--- src/rtl/conv_mac_pkg.sv ---
// Shared constants, types and FSM encoding for the convolution multiply-accumulate stage.
package conv_mac_pkg;

  localparam int unsigned LEN   = 8;
  localparam int unsigned WIDTH = 16;
  localparam int unsigned ACC_W = 2 * WIDTH + $clog2(LEN);

  typedef logic [WIDTH-1:0]     data_t;
  typedef logic [LEN*WIDTH-1:0] data_vector;
  typedef logic [ACC_W-1:0]     acc_t;

  typedef enum logic [1:0] {
    IDLE = 2'd0,
    MAC  = 2'd1,
    DONE = 2'd2
  } mac_state_e;

endpackage

--- src/rtl/conv_mult_acc.sv ---
// One unsigned WIDTHxWIDTH multiply per cycle feeding a registered ACC_W accumulator.
module conv_mult_acc #(
  parameter int unsigned WIDTH = 16,
  parameter int unsigned ACC_W = 35
) (
  input  logic             clk,
  input  logic             rst,
  input  logic             i_clr,
  input  logic             i_en,
  input  logic [WIDTH-1:0] i_a,
  input  logic [WIDTH-1:0] i_b,
  output logic [ACC_W-1:0] o_acc,
  output logic [ACC_W-1:0] o_sum
);

  logic [2*WIDTH-1:0] w_prod;
  logic [ACC_W-1:0]   w_sum;
  logic [ACC_W-1:0]   r_acc;

  assign w_prod = i_a * i_b;
  // ACC_W leaves $clog2(LEN) headroom bits, so the sum can never wrap.
  assign w_sum  = r_acc + ACC_W'(w_prod);

  always_ff @(posedge clk) begin
    if (rst) begin
      r_acc <= '0;
    end else if (i_clr) begin
      r_acc <= '0;
    end else if (i_en) begin
      r_acc <= w_sum;
    end
  end

  assign o_acc = r_acc;
  assign o_sum = w_sum;

endmodule

--- src/rtl/conv_mac.sv ---
// Sequential dot product of one sample window with one kernel, valid/ready on both sides.
module conv_mac #(
  parameter int unsigned LEN   = conv_mac_pkg::LEN,
  parameter int unsigned WIDTH = conv_mac_pkg::WIDTH,
  parameter int unsigned ACC_W = 2 * WIDTH + $clog2(LEN)
) (
  input  logic                 clk,
  input  logic                 rst,
  input  logic [LEN*WIDTH-1:0] in_data,
  input  logic [LEN*WIDTH-1:0] in_kernel,
  input  logic                 in_valid,
  output logic                 in_ready,
  output logic [ACC_W-1:0]     out_data,
  output logic                 out_valid,
  input  logic                 out_ready
);

  import conv_mac_pkg::*;

  localparam int unsigned IDX_W = $clog2(LEN);
  localparam logic [IDX_W-1:0] LAST_IDX = IDX_W'(LEN - 1);

  mac_state_e           r_state;
  logic [LEN*WIDTH-1:0] r_win;
  logic [LEN*WIDTH-1:0] r_kern;
  logic [IDX_W-1:0]     r_idx;
  logic                 r_in_ready;
  logic                 r_out_valid;
  logic [ACC_W-1:0]     r_out_data;

  logic [WIDTH-1:0]     w_a;
  logic [WIDTH-1:0]     w_b;
  logic [ACC_W-1:0]     w_acc;
  logic [ACC_W-1:0]     w_sum;
  logic                 w_clr;
  logic                 w_en;

  assign w_a   = r_win[r_idx*WIDTH +: WIDTH];
  assign w_b   = r_kern[r_idx*WIDTH +: WIDTH];
  // Accumulator is held at zero whenever idle so each window starts clean.
  assign w_clr = (r_state != MAC);
  assign w_en  = (r_state == MAC);

  conv_mult_acc #(
    .WIDTH (WIDTH),
    .ACC_W (ACC_W)
  ) u_mult_acc (
    .clk   (clk),
    .rst   (rst),
    .i_clr (w_clr),
    .i_en  (w_en),
    .i_a   (w_a),
    .i_b   (w_b),
    .o_acc (w_acc),
    .o_sum (w_sum)
  );

  always_ff @(posedge clk) begin
    if (rst) begin
      r_state     <= IDLE;
      r_win       <= '0;
      r_kern      <= '0;
      r_idx       <= '0;
      r_in_ready  <= 1'b1;
      r_out_valid <= 1'b0;
      r_out_data  <= '0;
    end else begin
      case (r_state)
        IDLE: begin
          r_in_ready <= 1'b1;
          if (in_valid && r_in_ready) begin
            r_win      <= in_data;
            r_kern     <= in_kernel;
            r_idx      <= '0;
            r_in_ready <= 1'b0;
            r_state    <= MAC;
          end
        end
        MAC: begin
          r_idx <= r_idx + 1'b1;
          if (r_idx == LAST_IDX) begin
            // w_sum already includes the final product.
            r_out_data  <= w_sum;
            r_out_valid <= 1'b1;
            r_state     <= DONE;
          end
        end
        DONE: begin
          if (r_out_valid && out_ready) begin
            r_out_valid <= 1'b0;
            r_in_ready  <= 1'b1;
            r_state     <= IDLE;
          end
        end
        default: begin
          r_state     <= IDLE;
          r_idx       <= '0;
          r_in_ready  <= 1'b1;
          r_out_valid <= 1'b0;
          r_out_data  <= '0;
        end
      endcase
    end
  end

  assign in_ready  = r_in_ready;
  assign out_valid = r_out_valid;
  assign out_data  = r_out_data;

  logic w_unused;
  assign w_unused = ^w_acc;

endmodule

--- config.mk ---
export PLATFORM = sky130hd
export DESIGN_NAME = conv_mac
export DESIGN_NICKNAME = d
export VERILOG_FILES = /design/src/rtl/conv_mac_pkg.sv /design/src/rtl/conv_mult_acc.sv /design/src/rtl/conv_mac.sv
export SDC_FILE = /design/constraint.sdc
export NUM_CORES = 1
export LEC_CHECK = 0
export ABC_AREA = 1
export CORE_MARGIN = 2
export CORE_UTILIZATION = 57
export CTS_CLUSTER_DIAMETER = 150
export DETAILED_ROUTE_END_ITERATION = 7
export PLACE_DENSITY = 0.92
export SYNTH_ARGS = -nofsm -noshare
export SYNTH_HDL_FRONTEND = slang
export SYNTH_SLANG_ARGS = --single-unit
--- constraint.sdc ---
create_clock -name clk -period 7.1 [get_ports clk]
set_clock_uncertainty 0.15 [all_clocks]
set_input_delay 1.065 -clock clk [delete_from_list [all_inputs] [get_ports clk]]
set_output_delay 1.065 -clock clk [all_outputs]
set_load 0.01 [all_outputs]
# After elaboration in Yosys (flattened, before gate mapping)
# Index checks and enable logic that the tools add are counted.
# totals
ff_bits	333
out_inout_bits	37
wordCells	49
# op_classes
addsub	2
mul	1
n_eq_ne	7
shift	2
muxes	14
bitwise_logic	4
n_reduce_logical	11
# ops
op	n
$shiftx A128 B8 Y16	2
$pmux W35 S2	1
$add A35 B32 Y35	1
$mux W35	1
$mul A16 B16 Y32	1
$pmux W3 S3	1
$reduce_and A2 Y1	4
$mux W2	3
$ne A2 B2 Y1 const B	3
$pmux W1 S3	2
$pmux W2 S3	1
$reduce_and A3 Y1	2
$mux W1	4
$not A1 Y1	4
$reduce_or A2 Y1	2
$add A3 B1 Y3 const B	1
$eq A3 B3 Y1 const B	1
$mux W3	1
$eq A2 B1 Y1 const B	1
$eq A2 B2 Y1 const B	1
$logic_and A1 B1 Y1	2
$logic_not A2 Y1	1
$ne A2 B1 Y1 const B	1

# Depth between registers and ports, before layout
# logic_depth
depth_word	5
depth_mapped	35

# Modules after synthesis
# A second synthesis with hierarchy kept.
# unflattened
hier_cells	3910
hier_area_um2	25998.7
# modules_own_cells
mod	instances	cells_per_inst	area_per_inst_um2	seq_area_each_um2
conv_mac	1	2157	13905.8	5965.7
conv_mult_acc	1	1753	12092.8	700.7

# Worst setup path after synthesis
# OpenSTA, ideal clock, no wires.
# synth_path
path_kind	register -> register
from	register r_idx[0]
to	register r_out_data[33], in the netlist out_data[33]
arrival_ns	5.731
required_ns	6.836
slack_ns	1.105
stages_incl_launch_ff	33
period_less_slack_ns	5.995
path_cell_list	dfxtp_1 > buf_6 > buf_4 > nor2_1 > o32ai_1 > nand2_1 > o21ai_2 > buf_2 > nand2_1 > fa_1 > inv_1 > fa_1 > inv_1 > fa_1 > inv_1 > fa_1 > fa_1 > inv_1 > fa_1 > inv_1 > ha_1 > nand2_1 > inv_1 > nand2_1 > inv_1 > a21oi_1 > nand2_1 > nand2_1 > nand2_1 > nand2_1 > nand2_1 > nand3_1 > nand2_1
# synth_between
elab_chain_cells	5
word_cells_on_any_way	9
# synth_rtl
item	line	text
start, declared	conv_mac.sv:26	logic [IDX_W-1:0] r_idx;
start signal, assigned	conv_mac.sv:80	r_idx <= r_idx + 1'b1;
$shiftx A128 B8 Y16 (on tied branches)	conv_mac.sv:38, conv_mac.sv:39	
$mul A16 B16 Y32	conv_mult_acc.sv:20	assign w_prod = i_a * i_b;
$add A35 B32 Y35	conv_mult_acc.sv:22	assign w_sum = r_acc + ACC_W'(w_prod);
$mux W35	conv_mac.sv:81	if (r_idx == LAST_IDX) begin
$pmux W35 S2	conv_mac.sv:68	case (r_state)
end signal, assigned	conv_mac.sv:83	r_out_data <= w_sum;
end, declared	conv_mac.sv:29	logic [ACC_W-1:0] r_out_data;
# Several ways; a longest one is shown, not always the timed one. The select of a mux whose other input is x is not followed.
# A chain may end at the register's enable or synchronous reset.

# Final worst setup path
# layout_path
from	register r_idx[0]
to	register u_mult_acc.r_acc[22], in the netlist u_mult_acc.o_acc[22]
# layout_between
elab_chain_cells	3
word_cells_on_any_way	4
# layout_rtl
item	line	text
$shiftx A128 B8 Y16 (on tied branches)	conv_mac.sv:38, conv_mac.sv:39	
$mul A16 B16 Y32 *	conv_mult_acc.sv:20	
$add A35 B32 Y35 *	conv_mult_acc.sv:22	
end signal, assigned	conv_mult_acc.sv:30	r_acc <= w_sum;
end, declared	conv_mult_acc.sv:18	logic [ACC_W-1:0] r_acc;
# Mark *: on every way between the ends. The rest lies on a longest branch, timed or not.

==> flow_summary.json <==
{
  "status": "finished, violations left",
  "violations": "DRC",
  "drc": 3,
  "min_period_ns": 6.91,
  "drt-pass1-iter-count": 8,
  "area_growth_pct": 22.1,
  "routabilityCongestion": 1.03,
  "fin_nets": 4128,
  "ys_seq_area_frac": 0.282,
  "worst_hold_path.endpoint": "out_data[22]$_SDFFE_PP0P_",
  "wirelength_um": 75600,
  "grtUsageTotal": 0.339,
  "drive_above_1_share": 0.0645,
  "grt_max_degree": 260,
  "syn-num-nets": 3867,
  "final_cells": 4088,
  "cts_made_buffers": 37,
  "timing.rr.end": "u_mult_acc.o_acc[22]$_SDFFE_PP0P_",
  "setup_slack_ns": 0.193,
  "min_path_type": "reg -> reg",
  "drt-vias-per-instance": 5.66,
  "critPathMaxFanout": 19,
  "fillerInstances": 3020,
  "vdd_drop_max_v": 0.000291,
  "cp-start-kind": "flop",
  "slowest_stage": "fa_1",
  "io_pins": 297,
  "fin_area_um2": 28900,
  "synth_cell_types": 31,
  "clk_pin_slew_ns": 0.06,
  "grt_pass1_wl_um": 117000,
  "placed_area_um2": 27200,
  "worstPathRequired_ns": 7.39,
  "path_class": "reg -> reg",
  "die_w_um": 208,
  "muxShareOfSynthArea": 0,
  "cts.sinks": 333,
  "syn-cell-area_um2": 23600,
  "min_from": "out_data[22]$_SDFFE_PP0P_",
  "arrival_ns": 7.20,
  "place_ws_ns": 0.0411,
  "clkLatencyLatePin_ns": 0.57,
  "ys_async_sr_fraction": 0,
  "die-area_um2": 43100,
  "ys_seq_elements": 333,
  "synth_cells": 3270,
  "synth_edf_count": 0,
  "power_density_nw_per_um2": 370,
  "hold_viol_final": 0,
  "slowest_delay_ns": 0.52,
  "tightest_slew_ns": 1.10,
  "synthAdderAreaFrac": 0.250,
  "synth_top_family_by_area": "adder cells",
  "reg2reg_from": "r_idx[0]$_SDFFE_PP0P_",
  "drt_iter0_drc": 2913,
  "final_common_cell": "nor2_1",
  "drv_cap": 0,
  "overflow": 0,
  "crit_top_cell": "nand2_1",
  "synth_flop_cell": "dfxtp_1",
  "hpwl_um": 54500,
  "timing.fmax_mhz": 145,
  "clockBufferDepth": 3,
  "ff2ff_path_depth": 30,
  "wl_per_cell_um": 18.5,
  "end_kind": "flop",
  "power.leakage_nw": 13.8,
  "synth_compound_gate_area_share": 0.124,
  "port_buffers": 296,
  "grt_pass1_vias": 22500,
  "ff_latch_area_um2": 6670,
  "slew_violations": 0,
  "multiInputGateArea_um2": 14500,
  "vias": 23100,
  "finalCritPeriodShare": 0.973,
  "slew_headroom": 0.266,
  "final_cell_mix": "nor2_1, inv_1, nand2_1, o21ai_0, dfxtp_1",
  "syn_area_per_cell_um2": 7.23,
  "placed_cells": 3999,
  "cts-root-buf": "clkbuf_16",
  "postRouteAntennaNets": 0,
  "grt_antenna_before_repair": 3,
  "synth_xor_area_frac": 0.00148,
  "h-tree-depth": 2,
  "setup_violations": 0,
  "rrSetupSlack_ns": 0.19,
  "num_rows": 74,
  "hold_depth": 2,
  "yosysWarnings": 0,
  "cts_tree": "done",
  "start_util": 0.578,
  "die_height_um": 208,
  "worst_hold_slack_ns": 0.307,
  "core_area_um2": 40900,
  "synth-simple-area-share": 0.229
}
## layer usage
layer	global-route usage	vias up	wire [um]
met3	0.0722	299	8880
met5	0	-	0
met2	0.535	1480	33800
li1	-	10600	-
met4	0.170	0	4220
met1	0.442	10800	28700
## through the flow
step / power [mW] / util / TNS, ns
after global routing: 11.6 / 0.706 / -0.265
after detailed placement: 8.43 / 0.665 / 0
final: 10.7 / 0.706 / 0
after global placement: 8.28 / 0.665 / 0
after floorplan: 6.46 / - / 0
after CTS: 10.4 / 0.694 / 0
## cell type report
| cell class | instances | area share |
|---|---|---|
| antenna | 3 | 0.000260 |
| clock buffer | 53 | 0.0366 |
| clock inverter | 8 | 0.00468 |
| inverter | 513 | 0.0675 |
| multi-input combinational | 2258 | 0.501 |
| sequential | 333 | 0.231 |
| tap | 532 | 0.0230 |
| timing repair buffer | 388 | 0.135 |
## repair_timing
item	in CTS	in global routing
hold buffers	0	0
gates resized for setup	0	52
hold endpoints to repair	0	0
setup endpoints to repair	0	45
buffers inserted	0	23
## worst max-delay path, delay by kind of cell, from the launching register on
| kind | cells | cell delay, ns |
|---|---|---|
| fa+ha+maj | 7 | 3.23 |
| compound gates | 2 | 0.55 |
| simple gates | 13 | 1.63 |
| buf+inv | 8 | 0.80 |
| flops | 1 | 0.40 |
## cells by family after synthesis
logic type	count (synthesis)
adder cells (fa/ha/maj)	337
AO/OA/AOI/OAI	496
XOR/XNOR	4
flip-flops	333
buffers and inverters	679
AND/OR/NAND/NOR	1421
## Yosys cell counts, types with 6 or more instances
| cell type | n | area share |
|---|---|---|
| buf_2 | 36 | 0.0076 |
| dfxtp_1 | 333 | 0.28 |
| nand2_1 | 469 | 0.074 |
| nor3_1 | 7 | 0.0015 |
| ha_1 | 111 | 0.059 |
| inv_1 | 491 | 0.078 |
| o21ai_1 | 12 | 0.0025 |
| clkbuf_1 | 105 | 0.017 |
| nand3_1 | 43 | 0.0091 |
| o21ai_4 | 12 | 0.0083 |
| fa_1 | 226 | 0.19 |
| o21ai_2 | 10 | 0.0037 |
| a21oi_1 | 33 | 0.0070 |
| buf_1 | 7 | 0.0011 |
| nand4_1 | 6 | 0.0016 |
| o32ai_1 | 61 | 0.023 |
| buf_4 | 15 | 0.0048 |
| o21ai_0 | 359 | 0.076 |
| inv_2 | 20 | 0.0032 |
| nor2_1 | 892 | 0.14 |
## power by group
group | internal, mW | total [mW] | leakage [nW] | switching, mW
logic | 2.32 | 6.55 | 10.5 | 4.23
registers | 2.09 | 2.21 | 2.74 | 0.124
clock network | 1.11 | 1.93 | 0.578 | 0.821
total | 5.52 | 10.7 | 13.8 | 5.18
## state kept, by name, summed over array words and instances (netlist names)
name and flops:
out_data 35, out_valid 1, r_idx 3, r_state 2
r_kern 128, u_mult_acc.o_acc 35, in_ready 1, r_win 128
## worst max-delay path by stage
stage                                      from                           endpoint
after floorplan           r_idx[0]$_SDFFE_PP0P_          out_data[33]$_SDFFE_PP0P_
after global placement    r_idx[1]$_SDFFE_PP0P_          out_data[18]$_SDFFE_PP0P_
after detailed placement  r_idx[1]$_SDFFE_PP0P_          out_data[18]$_SDFFE_PP0P_
after CTS                 r_idx[0]$_SDFFE_PP0P_          out_data[18]$_SDFFE_PP0P_
after global routing      r_idx[0]$_SDFFE_PP0P_  u_mult_acc.o_acc[32]$_SDFFE_PP0P_
final                     r_idx[0]$_SDFFE_PP0P_  u_mult_acc.o_acc[22]$_SDFFE_PP0P_
Power figures use the tool's default switching activity.
